$ cat src/rtl/fetch_stage.sv
// MIPS instruction-fetch stage: owns the PC and the IF/ID register, talks to
// instruction memory over a level req / pulse ack handshake.
module fetch_stage #(
  parameter logic [31:0] RESET_PC = 32'h0000_0000
) (
  input  logic        clk,
  input  logic        rst_n,
  input  logic        stall,
  input  logic        redirect_valid,
  input  logic [31:0] redirect_pc,
  output logic        imem_req,
  output logic [31:0] imem_addr,
  input  logic        imem_ack,
  input  logic [31:0] imem_rdata,
  output logic [31:0] Instruction_code_IfId,
  output logic [31:0] pc_plus4_IfId,
  output logic        valid_IfId
);

  typedef enum logic [1:0] {START, FETCH, BUFFER, SQUASH} state_t;

  typedef struct packed {
    logic [31:0] instr;
    logic [31:0] pc4;
    logic        valid;
  } ifid_t;

  state_t      state, state_n;
  logic [31:0] pc, pc_n;
  logic [31:0] pc_inc;
  logic [31:0] sq_addr, sq_addr_n;
  logic [31:0] skid, skid_n;
  ifid_t       ifid, ifid_n;

  assign pc_inc = pc + 32'd4;

  always_ff @(posedge clk or negedge rst_n) begin
    if (!rst_n) begin
      state   <= START;
      pc      <= RESET_PC;
      sq_addr <= '0;
      skid    <= '0;
      ifid    <= '0;
    end else begin
      state   <= state_n;
      pc      <= pc_n;
      sq_addr <= sq_addr_n;
      skid    <= skid_n;
      ifid    <= ifid_n;
    end
  end

  always_comb begin
    state_n   = state;
    pc_n      = pc;
    sq_addr_n = sq_addr;
    skid_n    = skid;
    ifid_n    = ifid;
    if (redirect_valid) begin
      // Redirect beats stall; a bubble keeps the old pc_plus4.
      pc_n         = redirect_pc;
      ifid_n.instr = '0;
      ifid_n.valid = 1'b0;
      skid_n       = '0;
      if (imem_req && !imem_ack) begin
        // Request still outstanding: keep driving it until memory answers.
        state_n = SQUASH;
        if (state == FETCH) sq_addr_n = pc;
      end else begin
        state_n = FETCH;
      end
    end else begin
      case (state)
        START: state_n = FETCH;
        FETCH: begin
          if (imem_ack) begin
            pc_n = pc_inc;
            if (stall) begin
              skid_n  = imem_rdata;
              state_n = BUFFER;
            end else begin
              ifid_n.instr = imem_rdata;
              ifid_n.pc4   = pc_inc;
              ifid_n.valid = 1'b1;
            end
          end else if (!stall) begin
            ifid_n.instr = '0;
            ifid_n.valid = 1'b0;
          end
        end
        BUFFER: begin
          // pc already points past the buffered word, so it is its pc+4.
          if (!stall) begin
            ifid_n.instr = skid;
            ifid_n.pc4   = pc;
            ifid_n.valid = 1'b1;
            state_n      = FETCH;
          end
        end
        SQUASH: if (imem_ack) state_n = FETCH;
        default: state_n = START;
      endcase
    end
  end

  assign imem_req              = (state == FETCH) || (state == SQUASH);
  assign imem_addr             = (state == SQUASH) ? sq_addr : pc;
  assign Instruction_code_IfId = ifid.instr;
  assign pc_plus4_IfId         = ifid.pc4;
  assign valid_IfId            = ifid.valid;

endmodule
$ cat config.mk
export PLATFORM = sky130hd
export DESIGN_NAME = fetch_stage
export DESIGN_NICKNAME = d
export VERILOG_FILES = /design/src/rtl/fetch_stage.sv
export SDC_FILE = /design/constraint.sdc
export NUM_CORES = 1
export LEC_CHECK = 0
export CORE_ASPECT_RATIO = 0.7
export CORE_MARGIN = 1
export CORE_UTILIZATION = 40
export CTS_BUF_LIST = sky130_fd_sc_hd__clkbuf_4 sky130_fd_sc_hd__clkbuf_8
export CTS_CLUSTER_SIZE = 25
export DETAILED_ROUTE_END_ITERATION = 6
export GPL_TIMING_DRIVEN = 1
export PLACE_DENSITY = 0.74
export SYNTH_ARGS = -nofsm -noshare
export SYNTH_HDL_FRONTEND = slang
export SYNTH_SLANG_ARGS = --single-unit
$ cat constraint.sdc
create_clock -name clk -period 2 [get_ports clk]
set_input_delay 0.6 -clock clk [delete_from_list [all_inputs] [get_ports clk]]
set_output_delay 0.6 -clock clk [all_outputs]
set_load 0.02 [all_outputs]
======== Yosys cells after proc, flatten, opt, wreduce, memory -nomap -nowiden ========
Index checks and enable logic that the tools add are counted.
storage, ports and cells
  output and inout bits ................... 98
  word-level logic and storage cells ...... 60
  register bits ........................... 163
  bits of input ports ..................... 69
operators by class
  bitwise operators ....................... 1
  mux-type cells .......................... 25
  $add $sub $neg .......................... 1
  reductions and logical operators ........ 15
  eq/ne operators ......................... 11
operator list
  operator               count
  $mux 32                12
  $mux 65                2
  $pmux 65 s2            1
  $add 32x3->32 const B  1
  $ne 3x3->1 const B     5
  $mux 2                 6
  $reduce_and 3->1       3
  $pmux 2 s4             1
  $reduce_bool 2->1      4
  $ne 2x2->1 const B     3
  $reduce_and 5->1       1
  $eq 2x2->1 const B     2
  $reduce_and 4->1       1
  $mux 1                 3
  $reduce_bool 3->1      1
  $eq 2x1->1 const B     1
  $logic_not 2->1        1
  $reduce_and 2->1       1
  $logic_and 1x1->1      1
  $logic_not 1->1        1
  $logic_or 1x1->1       1
  $not 1->1              1

======== Depth between registers and ports, before layout ========
  depth after elaboration ................. 5
  depth in mapped cells ................... 10
  gate-level depth less buffers ........... 6

======== Least setup slack after synthesis ========
OpenSTA, ideal clock, no wires.
  path type ............................... flip-flop to flip-flop
  start ................................... register state[0]
  end ..................................... register ifid (netlist bit pc_plus4_IfId[10])
  library setup time ...................... 0.137 ns
  cell stages (with the launch flop) ...... 10
  data arrival time ....................... 2.045 ns
  path slack .............................. -0.182 ns
  cell sequence ........................... dfrtp_1 -> ha_1 -> clkbuf_1 -> nor2b_1 -> o22ai_1 -> and2_1 -> clkbuf_1 -> clkbuf_1 -> buf_1 -> a21oi_1
between the ends
  longest elaborated chain between the ends .. 3
  elaborated cells on any way between the ends .. 8
ends and longest elaborated chain
  element                                                    RTL line  RTL
  from (decl)                                                28        state_t state, state_n;
  from (signal assigned)                                     45        state <= state_n;
  $eq 2x1->1 or $eq 2x2->1 (tied branches)                   73        case (state)
  $ne 2x2->1 (no line) or $reduce_bool 2->1 (tied branches)  --
  $reduce_and 5->1 (no line)                                 --
  to (signal assigned)                                       49        ifid <= ifid_n;
  to (decl)                                                  33        ifid_t ifid, ifid_n;
Several ways; a longest one is shown, not always the timed one.
A chain may end at the register's enable or synchronous reset.

======== Worst setup path after layout ========
  start ................................... register state[0]
  end ..................................... output port imem_addr[31]
between the ends
  longest elaborated chain between the ends .. 2
ends and longest elaborated chain
  element     RTL line  RTL
  $eq 2x2->1  107       assign imem_addr = (state == SQUASH) ? sq_addr : pc;
  $mux 32     107
  to (decl)   12        output logic [31:0] imem_addr,
No other way between the ends.

==> impl_results.md <==
* Fmax at between 0.4 and 0.5 GHz
* Routed WL at around 30000 µm
* Die extent in y at ~120 µm
* Root Buffer: clkbuf_8
* Async SR Flop Fraction at 100%
* Synth warn at 0
* Top-count cell post-synth: dfrtp_1
* Initial antenna violation count at 0
* Syn Inst Count at 807
* PD cells at ~1200 nW/µm²
* Core Region at around 20000 µm²
* Total length of routed met2 wires at approximately 13000 µm
* Die width at 172 µm
* Final Hold Fails at 0
* Nets at around 1200
* Clk_lat worst skew at between 400 and 500 ps
* Crit path capture type: output pin
* Failing checks: setup timing
* H-Tree Depth at 4
* Post-layout total power at 14.8 mW
* Top FF cell, synth: dfrtp_1
* Max VDD drop at between 0.8 and 0.9 mV
* Top cells by area, synth: dfrtp_1 (50%), mux2_2 (9.0%), a21oi_1 (4.7%), a22o_1 (3.6%), o2bb2ai_1 (3.4%)
* First-pass GRT wire length at about 41000 µm
* RePlAce Congestion at just under 0.9
* Area fraction in compound gates after synthesis at 18.7%
* Post-Route M1 WL at 13700 µm
* Post-synth top area share at about 50%
* RSZ-0062 raised after global routing: true
* Element type at the critical path start: flip-flop
* Hold-fix buffers, CTS at 0
* Routed Antenna Nets at 0
* Seq/Total Area, Yosys at 50.2%
* Multiplexer area fraction after synthesis at 9.25%
* Final Instance Area at 12700 µm²
* Min Clock Period, post-route at approximately 2400 ps
* Routed wl met3 at between 3000 and 4000 µm
* Setup ws final at -415 ps
* WP data required at ~1400 ps
* Synth unique cells at 45
* Synth top cells by count: dfrtp_1 (163), a21oi_1 (76), nand2_1 (69)
* Leak at about 5.5 nW
* Fin crit share at 121%
* Hpwl dp at around 17000 µm
* Combinational family with the most area after synthesis: compound AO/OA/AOI/OAI gates
* GRT Total Usage at 25.8%
* Xor/xnor share of the synthesized area at approximately 2.6%
* Avg Cell Area, Syn at 10.1 µm²
* Tightest Pin Transition at between 600 and 700 ps
* #FFs+latches synth at between 150 and 200
* Placed Area at 10800 µm²
* GRT Residual Overflow at 0
* Post-layout util at a little under two thirds
* Site Rows at 43
* Maxcap violations at 0
* Skew final at between 20 and 25 ps
* Post-synth EDFFs at 0
* Vias per inst at 5.93
* Post-Synth Simple-Gate Area at between 10% and 20%
* Synth-to-Final Area Change at 56.3%
* Max Slew Vio Count at 0
* Share of layout cells above drive strength 1 at about a third
* Clock buffer depth at 2
* Post-Synth Adder-Cell Area at 0.616%
* Crit path kind: reg2out
* Slew HR at between 50% and 60%
* CTS tree: built
* Vias at 8083
* DR DRC count at 0
* Status: finished with violations
* Worst Path Max Fanout at 7
* Top sig layer: met4
* Number of global-route vias before repair at approximately 7200
* Total CTS buffers at 17
* Setup TNS at -29630 ps
* Cell area after synthesis at ~8100 µm²
* Crit path DAT at 1820 ps
* Setup violators final at between 150 and 200
* Initial core utilization at between 40% and 50%
* Port-buffer cells at approximately 170
* Synth area leader: dfrtp_1
* Wirelength per Cell at between 20 and 25 µm
* Die area at 20900 µm²
* Largest net degree at the start of global routing at 44
* Synthesized net count at 880
* Clock-pin slew on the worst setup and hold paths at 100 ps
* Worst hold-check path type: in2async
* Number of iterations in the first detailed-routing pass at 5
* Post-place setup slack at -316 ps
* I/O pins at roughly 170
* Iteration-0 DRC Markers at just over 1000
* Sink Count at 163
[worst max-delay path, cell delays in order (launching register included)]
cell and delay (ps):
dfrtp_1 430, ha_4 200, buf_12 140, buf_12 140, mux2_4 300, buf_6 130
[layout make-up]
cell class                      instances  area (µm²)
Inverter                                7        28.8
Sequential cell                       163        4080
Fill cell                            1492        7150
Timing Repair Buffer                  333        3560
Multi-Input combinational cell        557        4310
Clock buffer                           17         234
Clock inverter                         15         143
Antenna cell                            1        2.50
Tap cell                              270         338
[sequential cells by signal (all words and copies together) (netlist names)]
| register | cells |
|---|---|
| skid | 32 |
| valid_IfId | 1 |
| Instruction_code_IfId | 32 |
| pc | 32 |
| sq_addr | 32 |
| state | 2 |
| pc_plus4_IfId | 32 |
[path summary, 6_finish.rpt]
kind                                           start                        end  slack (ps)  cells after the start
setup / recovery                            state[0]              imem_addr[31]        -420                      5
hold / removal                                 rst_n           pc_plus4_IfId[8]          40                      1
setup reg to reg                            state[0]          pc_plus4_IfId[30]        -290                      8
hold reg to reg            Instruction_code_IfId[25]  Instruction_code_IfId[25]         500                      1
max in group asynchronous                      rst_n                sq_addr[14]        1330                      2
min in group clk           Instruction_code_IfId[25]  Instruction_code_IfId[25]         500                      1
[cells by family (layout without fill, tap and decap cells)]
group / Yosys count / count (layout)
AO/OA/AOI/OAI: 230 / 230
XOR/XNOR: 24 / 24
adder cells (fa/ha/maj): 4 / 4
buffers and inverters: 90 / 372
flip-flops: 163 / 163
multiplexers: 67 / 67
other: 0 / 1
AND/OR/NAND/NOR: 229 / 232
[power by group]
group	switching [mW]	total, mW	internal [mW]	leakage [nW]
Clock	1.46	2.38	0.920	0.183
Combinational	3.83	7.72	3.88	3.33
Sequential	0.560	4.70	4.14	2.02
[layer usage]
metal,track usage [%],up-vias
li1,-,3528
met1,40.1,3987
met2,35.1,505
met3,6.85,63
met4,6.19,0
met5,0,-
[through the flow]
step,hold WS [ps],std cells
after global placement,462,1263
final,39.6,1363
after global routing,49.8,1362
after floorplan,304,807
after CTS,37.0,1314
after detailed placement,471,1263
[layout by cell type (no fill, tap or decap), drive strengths merged, types with 33 or more instances in the layout]
| cell type | netlist | routed |
|---|---|---|
| a21oi | 76 | 76 |
| a22o | 33 | 33 |
| buf | 18 | 185 |
| clkbuf | 65 | 33 |
| clkdlybuf4s50 | 0 | 67 |
| dfrtp | 163 | 163 |
| dlygate4sd2 | 0 | 65 |
| mux2 | 65 | 65 |
| nand2 | 69 | 69 |
| nor2 | 59 | 59 |
[timing repair]
| action | 4_1_cts | 5_1_grt |
|---|---|---|
| cloned | 3 | 23 |
| buffers inserted | 16 | 30 |
| resized for setup | 319 | 118 |
| pin swaps | 24 | 41 |
| setup endpoints to repair | 163 | 177 |
No activity file was read; power rests on OpenSTA's default activity.
